**src/rtl/pc_branch_ctrl.sv**
```systemverilog
// pc_branch_ctrl
// Owns the fetch PC of the pipelined core and selects the next PC from
// PC+4, a taken conditional branch (branch & zero) or an unconditional jump.
// Every redirect is followed by a one-cycle registered IF/ID flush.
//
// Optional feature macro: PC_BRANCH_STATS_EN
//   When defined, adds saturating counters of accepted branches and of
//   accepted taken branches (branch_cnt_o / taken_cnt_o).
//   When undefined, those ports and their logic do not exist.

module pc_branch_ctrl #(
    parameter logic [31:0] RESET_PC = 32'h0000_0000,
    parameter int unsigned CNT_W    = 16
) (
    input  logic              clk_i,
    input  logic              rst_i,
    input  logic              start_i,
    input  logic              stall_i,
    input  logic              branch_i,
    input  logic              zero_i,
    input  logic              jump_i,
    input  logic [31:0]       branch_target_i,
    input  logic [31:0]       jump_target_i,
    output logic [31:0]       pc_o,
    output logic [31:0]       pc_plus4_o,
    output logic [1:0]        pc_src_o,
    output logic              flush_o
`ifdef PC_BRANCH_STATS_EN
    ,
    output logic [CNT_W-1:0]  branch_cnt_o,
    output logic [CNT_W-1:0]  taken_cnt_o
`endif
);

    // Next-PC select encoding, visible on pc_src_o.
    localparam logic [1:0] SRC_SEQ    = 2'd0;
    localparam logic [1:0] SRC_BRANCH = 2'd1;
    localparam logic [1:0] SRC_JUMP   = 2'd2;

    typedef enum logic [1:0] {
        ST_IDLE  = 2'd0,
        ST_RUN   = 2'd1,
        ST_FLUSH = 2'd2
    } state_t;

    // A zero-width counter cannot hold any statistic; reject it at elaboration.
    if (CNT_W < 1) begin : g_bad_cnt_w
        $error("pc_branch_ctrl: CNT_W must be at least 1");
    end

    // Instructions are word aligned: the low two address bits are dropped
    // whenever a redirect target is loaded into the PC.
    function automatic logic [31:0] word_align(input logic [31:0] addr);
        return addr & 32'hFFFF_FFFC;
    endfunction

    state_t      state_q;
    state_t      state_d;
    logic [31:0] pc_q;
    logic [31:0] pc_d;
    logic        flush_q;
    logic        flush_d;
    logic [1:0]  pc_src_s;
    logic [31:0] pc_plus4_s;
    logic        taken_s;

    // Sequential address; wraps modulo 2^32 without any flag.
    assign pc_plus4_s = pc_q + 32'd4;
    assign taken_s    = branch_i & zero_i;

    // Next-state, next-PC and redirect-select decode.
    always_comb begin
        state_d  = state_q;
        pc_d     = pc_q;
        flush_d  = 1'b0;
        pc_src_s = SRC_SEQ;
        case (state_q)
            ST_IDLE: begin
                // PC parks at the reset vector until fetching is started.
                pc_d = RESET_PC;
                if (start_i) begin
                    state_d = ST_RUN;
                end else begin
                    state_d = ST_IDLE;
                end
            end
            ST_RUN: begin
                if (stall_i) begin
                    // Hazard stall: hold the PC and defer any redirect.
                    pc_d = pc_q;
                end else if (jump_i) begin
                    // Jump wins over a simultaneous taken branch.
                    pc_d     = word_align(jump_target_i);
                    pc_src_s = SRC_JUMP;
                    flush_d  = 1'b1;
                    state_d  = ST_FLUSH;
                end else if (taken_s) begin
                    pc_d     = word_align(branch_target_i);
                    pc_src_s = SRC_BRANCH;
                    flush_d  = 1'b1;
                    state_d  = ST_FLUSH;
                end else begin
                    pc_d = pc_plus4_s;
                end
            end
            ST_FLUSH: begin
                // ID holds the squashed wrong-path instruction, so its
                // branch/jump decode is ignored here.
                if (stall_i) begin
                    pc_d = pc_q;
                end else begin
                    pc_d = pc_plus4_s;
                end
                state_d = ST_RUN;
            end
            default: begin
                state_d = ST_IDLE;
                pc_d    = RESET_PC;
            end
        endcase
    end

    // Control FSM: state, PC and the registered flush pulse.
    always_ff @(posedge clk_i or posedge rst_i) begin
        if (rst_i) begin
            state_q <= ST_IDLE;
            pc_q    <= RESET_PC;
            flush_q <= 1'b0;
        end else begin
            state_q <= state_d;
            pc_q    <= pc_d;
            flush_q <= flush_d;
        end
    end

    assign pc_o       = pc_q;
    assign pc_plus4_o = pc_plus4_s;
    assign pc_src_o   = pc_src_s;
    assign flush_o    = flush_q;

`ifdef PC_BRANCH_STATS_EN
    localparam logic [CNT_W-1:0] CNT_MAX = {CNT_W{1'b1}};

    logic [CNT_W-1:0] branch_cnt_q;
    logic [CNT_W-1:0] branch_cnt_d;
    logic [CNT_W-1:0] taken_cnt_q;
    logic [CNT_W-1:0] taken_cnt_d;
    logic             branch_acc_s;
    logic             taken_acc_s;

    // A branch counts only when it is actually evaluated: in RUN without stall.
    // A taken branch shadowed by a jump is not counted as taken.
    always_comb begin
        branch_acc_s = 1'b0;
        taken_acc_s  = 1'b0;
        if ((state_q == ST_RUN) && !stall_i && branch_i) begin
            branch_acc_s = 1'b1;
            taken_acc_s  = zero_i & ~jump_i;
        end else begin
            branch_acc_s = 1'b0;
            taken_acc_s  = 1'b0;
        end
    end

    // Saturating increment of both statistics counters.
    always_comb begin
        branch_cnt_d = branch_cnt_q;
        taken_cnt_d  = taken_cnt_q;
        if (branch_acc_s && (branch_cnt_q != CNT_MAX)) begin
            branch_cnt_d = branch_cnt_q + {{(CNT_W-1){1'b0}}, 1'b1};
        end else begin
            branch_cnt_d = branch_cnt_q;
        end
        if (taken_acc_s && (taken_cnt_q != CNT_MAX)) begin
            taken_cnt_d = taken_cnt_q + {{(CNT_W-1){1'b0}}, 1'b1};
        end else begin
            taken_cnt_d = taken_cnt_q;
        end
    end

    // Statistics counter registers.
    always_ff @(posedge clk_i or posedge rst_i) begin
        if (rst_i) begin
            branch_cnt_q <= {CNT_W{1'b0}};
            taken_cnt_q  <= {CNT_W{1'b0}};
        end else begin
            branch_cnt_q <= branch_cnt_d;
            taken_cnt_q  <= taken_cnt_d;
        end
    end

    assign branch_cnt_o = branch_cnt_q;
    assign taken_cnt_o  = taken_cnt_q;
`endif

endmodule
```
**config.mk**
```make
export PLATFORM = sky130hd
export DESIGN_NAME = pc_branch_ctrl
export DESIGN_NICKNAME = d
export VERILOG_FILES = /design/src/rtl/pc_branch_ctrl.sv
export SDC_FILE = /design/constraint.sdc
export NUM_CORES = 1
export LEC_CHECK = 0
export CORE_ASPECT_RATIO = 0.5
export CORE_MARGIN = 4
export CORE_UTILIZATION = 30
export DETAILED_ROUTE_END_ITERATION = 10
export PLACE_DENSITY_LB_ADDON = 0.05
export RECOVER_POWER = 50
export SLEW_MARGIN = 20
export SYNTH_ARGS = -nofsm -noshare
export SYNTH_HDL_FRONTEND = slang
export SYNTH_SLANG_ARGS = --single-unit
```
**constraint.sdc**
```tcl
create_clock -name clk_i -period 1.8 [get_ports clk_i]
set_input_delay 0.18 -clock clk_i [delete_from_list [all_inputs] [get_ports clk_i]]
set_output_delay 0.18 -clock clk_i [all_outputs]
set_load 0.05 [all_outputs]
```
==> metrics.md <==
| Metric | Value |
|---|---|
| DRT iter0 DRCs | `223` |
| Power per cell area | `987 nW/µm²` |
| Sequential fraction of the synthesis area | `27.8%` |
| Sequential power share | `16.1%` |
| P_sw | `3.06 mW` |
| First-pass GRT wire length | `21.8 mm` |
| H-tree depth | `2` |
| Vias | `3,997` |
| Vias in the first global route | `4,050` |
| Antenna violations before repair | `0` |
| Worst-Margin Slew | `0.965 ns` |
| Post-DP Area | `6030 µm²` |
| Final Cell Area | `6750 µm²` |
| Final slew viol count | `0` |
| Mapped Cells | `352` |
| Number of fill cells | `701` |
| CTS tree | `built` |
| CTS buffer count | `5` |
| Clock transition at path regs | `0.06 ns` |
| Sink Count | `33` |
| Hpwl dp | `10.7 mm` |
| VDD IR max | `0.000532 V` |
| Die Y | `78.4 µm` |
| Crit path required time | `1.62 ns` |
| Most frequent cells in the layout | `buf_4, clkdlybuf4s50_1, buf_12` |
| Cell count of the worst reg-to-reg path | `8` |
| Final Critical Period | `2.14 ns` |
| Final period util | `119%` |
| Ant diodes | `0` |
| Comb pwr share | `70.9%` |
| Routed wire length per instance | `18.7 µm` |
| Startpoint type of the worst setup path | `flip-flop` |
| DR vias/cell | `5.37` |
| Status | `finished, violations left` |
| Endpoints failing setup | `36` |
| Failing checks | `setup timing` |
| Number of max-cap violations | `0` |
| Post-synthesis sequential element count | `33` |
| Asr flop ratio synth | `100%` |
| Sw Ratio | `46.0%` |
| IO Port Bufs | `129` |
| Pre-CTS setup slack | `-0.254 ns` |
| Crit. End Element | `output port` |
| Core ar. | `9540 µm²` |
| Fmax | `466 MHz` |
| Routability cong. | `0.874` |
| Mean Syn Cell Area | `8.44 µm²` |
| IO Pins | `138` |
| Worst-Skew Late Latency | `0.29 ns` |
| Root buf cell | `clkbuf_16` |
| Most common cell after layout, fill and taps aside | `buf_4` |
| Pre-antenna DRT Iters | `5` |
| Worst Slack Setup Final | `-0.345 ns` |
| CP Launch Point | `pc_o[8]$_DFFE_PP0P_` |
| Area of the mapped netlist | `2970 µm²` |
| Flop2flop setup slack | `-0.19 ns` |
| Clock share of power | `13.0%` |
| Synth warnings | `0` |
| Slew HR | `35.7%` |
| Leak Pwr | `3.00 nW` |
| Die width | `149 µm` |
| Worst Hold Class | `flip-flop to flip-flop` |
| Rows | `25` |
| Share of layout cells above drive strength 1 | `51.5%` |
| ANT nets after route | `0` |
| Synth Flop Type | `dfrtp_1` |
| Die ar. | `11,700 µm²` |
| Synth-to-layout area growth | `127%` |
| Final hold violation count | `0` |
| Clk buf depth | `2` |
| Fin nets | `684` |
| CP Capture Point | `pc_plus4_o[13]` |
| Largest net degree at the start of global routing | `34` |
| Worst EP arrival | `1.96 ns` |
| Post-route DRC violation count | `0` |
| GRT Overall Usage | `23.3%` |
| WL final | `13.9 mm` |
| Fin util | `70.8%` |
| Crit-path max FO | `6` |
| RSZ-0062 raised after global routing | `yes` |
| Global route overflow | `0` |
| Number of synthesized flops with an enable pin | `0` |
| Initial core utilization | `31.1%` |
| P_int | `3.60 mW` |
| Setup Crit Path Kind | `flip-flop to output port` |
| Critical R2R Launch | `pc_o[8]$_DFFE_PP0P_` |
| Crit Reg-Reg Endpoint | `pc_o[25]$_DFFE_PP0P_` |
| Skew final | `0.00584 ns` |
| Cell variety after synth | `67` |
worst max-delay path, stage by stage, from the launching register on:
cell,delay [ns]
dfrtp_4,0.42
nand4_4,0.21
buf_6,0.20
nor2_4,0.12
buf_6,0.12
nand4_1,0.12
buf_6,0.17
xnor2_4,0.14
buf_12,0.15
worst min path at each step:
stage | start | to | slack (ns) | depth (start not counted)
floorplan | rst_i | flush_o$_DFF_PP0_ | 0.31 | 1
global placement | pc_o[4]$_DFFE_PP0P_ | pc_o[4]$_DFFE_PP0P_ | 0.54 | 1
detailed placement | pc_o[4]$_DFFE_PP0P_ | pc_o[4]$_DFFE_PP0P_ | 0.56 | 1
CTS | rst_i | state_q[0]$_DFFE_PP0P_ | 0.34 | 3
global route | pc_o[4]$_DFFE_PP0P_ | pc_o[4]$_DFFE_PP0P_ | 0.58 | 1
finish | pc_o[4]$_DFFE_PP0P_ | pc_o[4]$_DFFE_PP0P_ | 0.57 | 1
final cells by class:
| cell class | instances | area, µm² | share of cell area [%] |
|---|---|---|---|
| inverter | 16 | 62.6 | 0.927 |
| multi-input combinational | 277 | 2730 | 40.4 |
| clock buffer | 5 | 125 | 1.85 |
| tap | 135 | 169 | 2.50 |
| clock inverter | 3 | 17.5 | 0.259 |
| sequential | 33 | 875 | 13.0 |
| timing repair buffer | 276 | 2780 | 41.1 |
power by group through the flow:
stage,registers (mW),clock network (mW),logic (mW)
floorplan,1.68,0,1.83
global placement,1.06,0,4.39
detailed placement,1.07,0,4.44
CTS,1.07,0.889,4.57
global route,1.09,0.926,4.95
finish,1.07,0.867,4.72
cells in the mapped netlist (2+ instances only):
master     instances  area, µm²
o21a_1             2       15.0
nand4_4            2       42.5
nand2b_1           7       43.8
o22ai_1           16        100
o2bb2ai_1          2       17.5
dfrtp_1           33        826
a211o_1            2       17.5
a221o_1            6       60.1
and4_1             2       17.5
nor3_1            10       50.1
a21o_1             7       52.6
a21oi_1           15       75.1
inv_1             15       56.3
a211oi_1           2       15.0
a41oi_1            2       17.5
nand2_1           16       60.1
a22o_1            12        105
nand4_1           10       62.6
o211ai_1           2       15.0
xnor2_1           25        219
a31oi_1            7       43.8
xor2_1             3       26.3
o21ai_0           18       90.1
a32oi_1            3       26.3
clkbuf_1          13       48.8
a22oi_1           18        135
or4_1              2       15.0
clkbuf_8           2       27.5
and3_1             5       31.3
nand3_1           11       55.1
and3b_1            3       26.3
and2_1             4       25.0
o211a_1            2       20.0
buf_4              4       30.0
nor2_1            22       82.6
o221ai_1           2       17.5
nand3b_1           3       22.5
ha_1               4       50.1
buf_2              8       40.0
or4bb_1            3       33.8
registers in the layout, indices dropped and copies added, names as in the netlist:
name	cells
pc_o	30
state_q	2
flush_o	1
cells by family after synthesis:
| family | share of synthesized area (%) |
|---|---|
| other | 0.126 |
| adders and majority gates | 1.68 |
| muxes | 0.379 |
| buffers and inverters | 7.46 |
| xor gates and xnor gates | 8.26 |
| and+or+nand+nor | 23.7 |
| AOI/OAI and AO/OA | 30.6 |
| DFF | 27.8 |
metrics by stage:
stage	TNS (ns)	hold slack (ns)	cells	power, mW
6_report	-6.75	0.567	745	6.66
3_3_place_gp	-2.69	0.540	703	5.45
4_1_cts	-6.81	0.335	734	6.53
5_1_grt	-10.14	0.578	745	6.97
2_1_floorplan	-8.13	0.308	355	3.51
3_5_place_dp	-4.03	0.557	703	5.51
per-layer routing:
layer	up-vias	wire length, µm	global-route usage [%]
met5	-	0	0
met4	0	126	4.33
met3	13	894	4.96
met2	148	6720	40.1
met1	1963	6170	30.7
li1	1873	-	-
repair_timing:
| item | 4_1_cts | 5_1_grt |
|---|---|---|
| setup endpoints to repair | 49 | 50 |
| setup buffers | 24 | 16 |
| hold buffers | 0 | 0 |
| pin swaps | 38 | 37 |
| resized for setup | 53 | 36 |
Power figures use the tool's default switching activity.
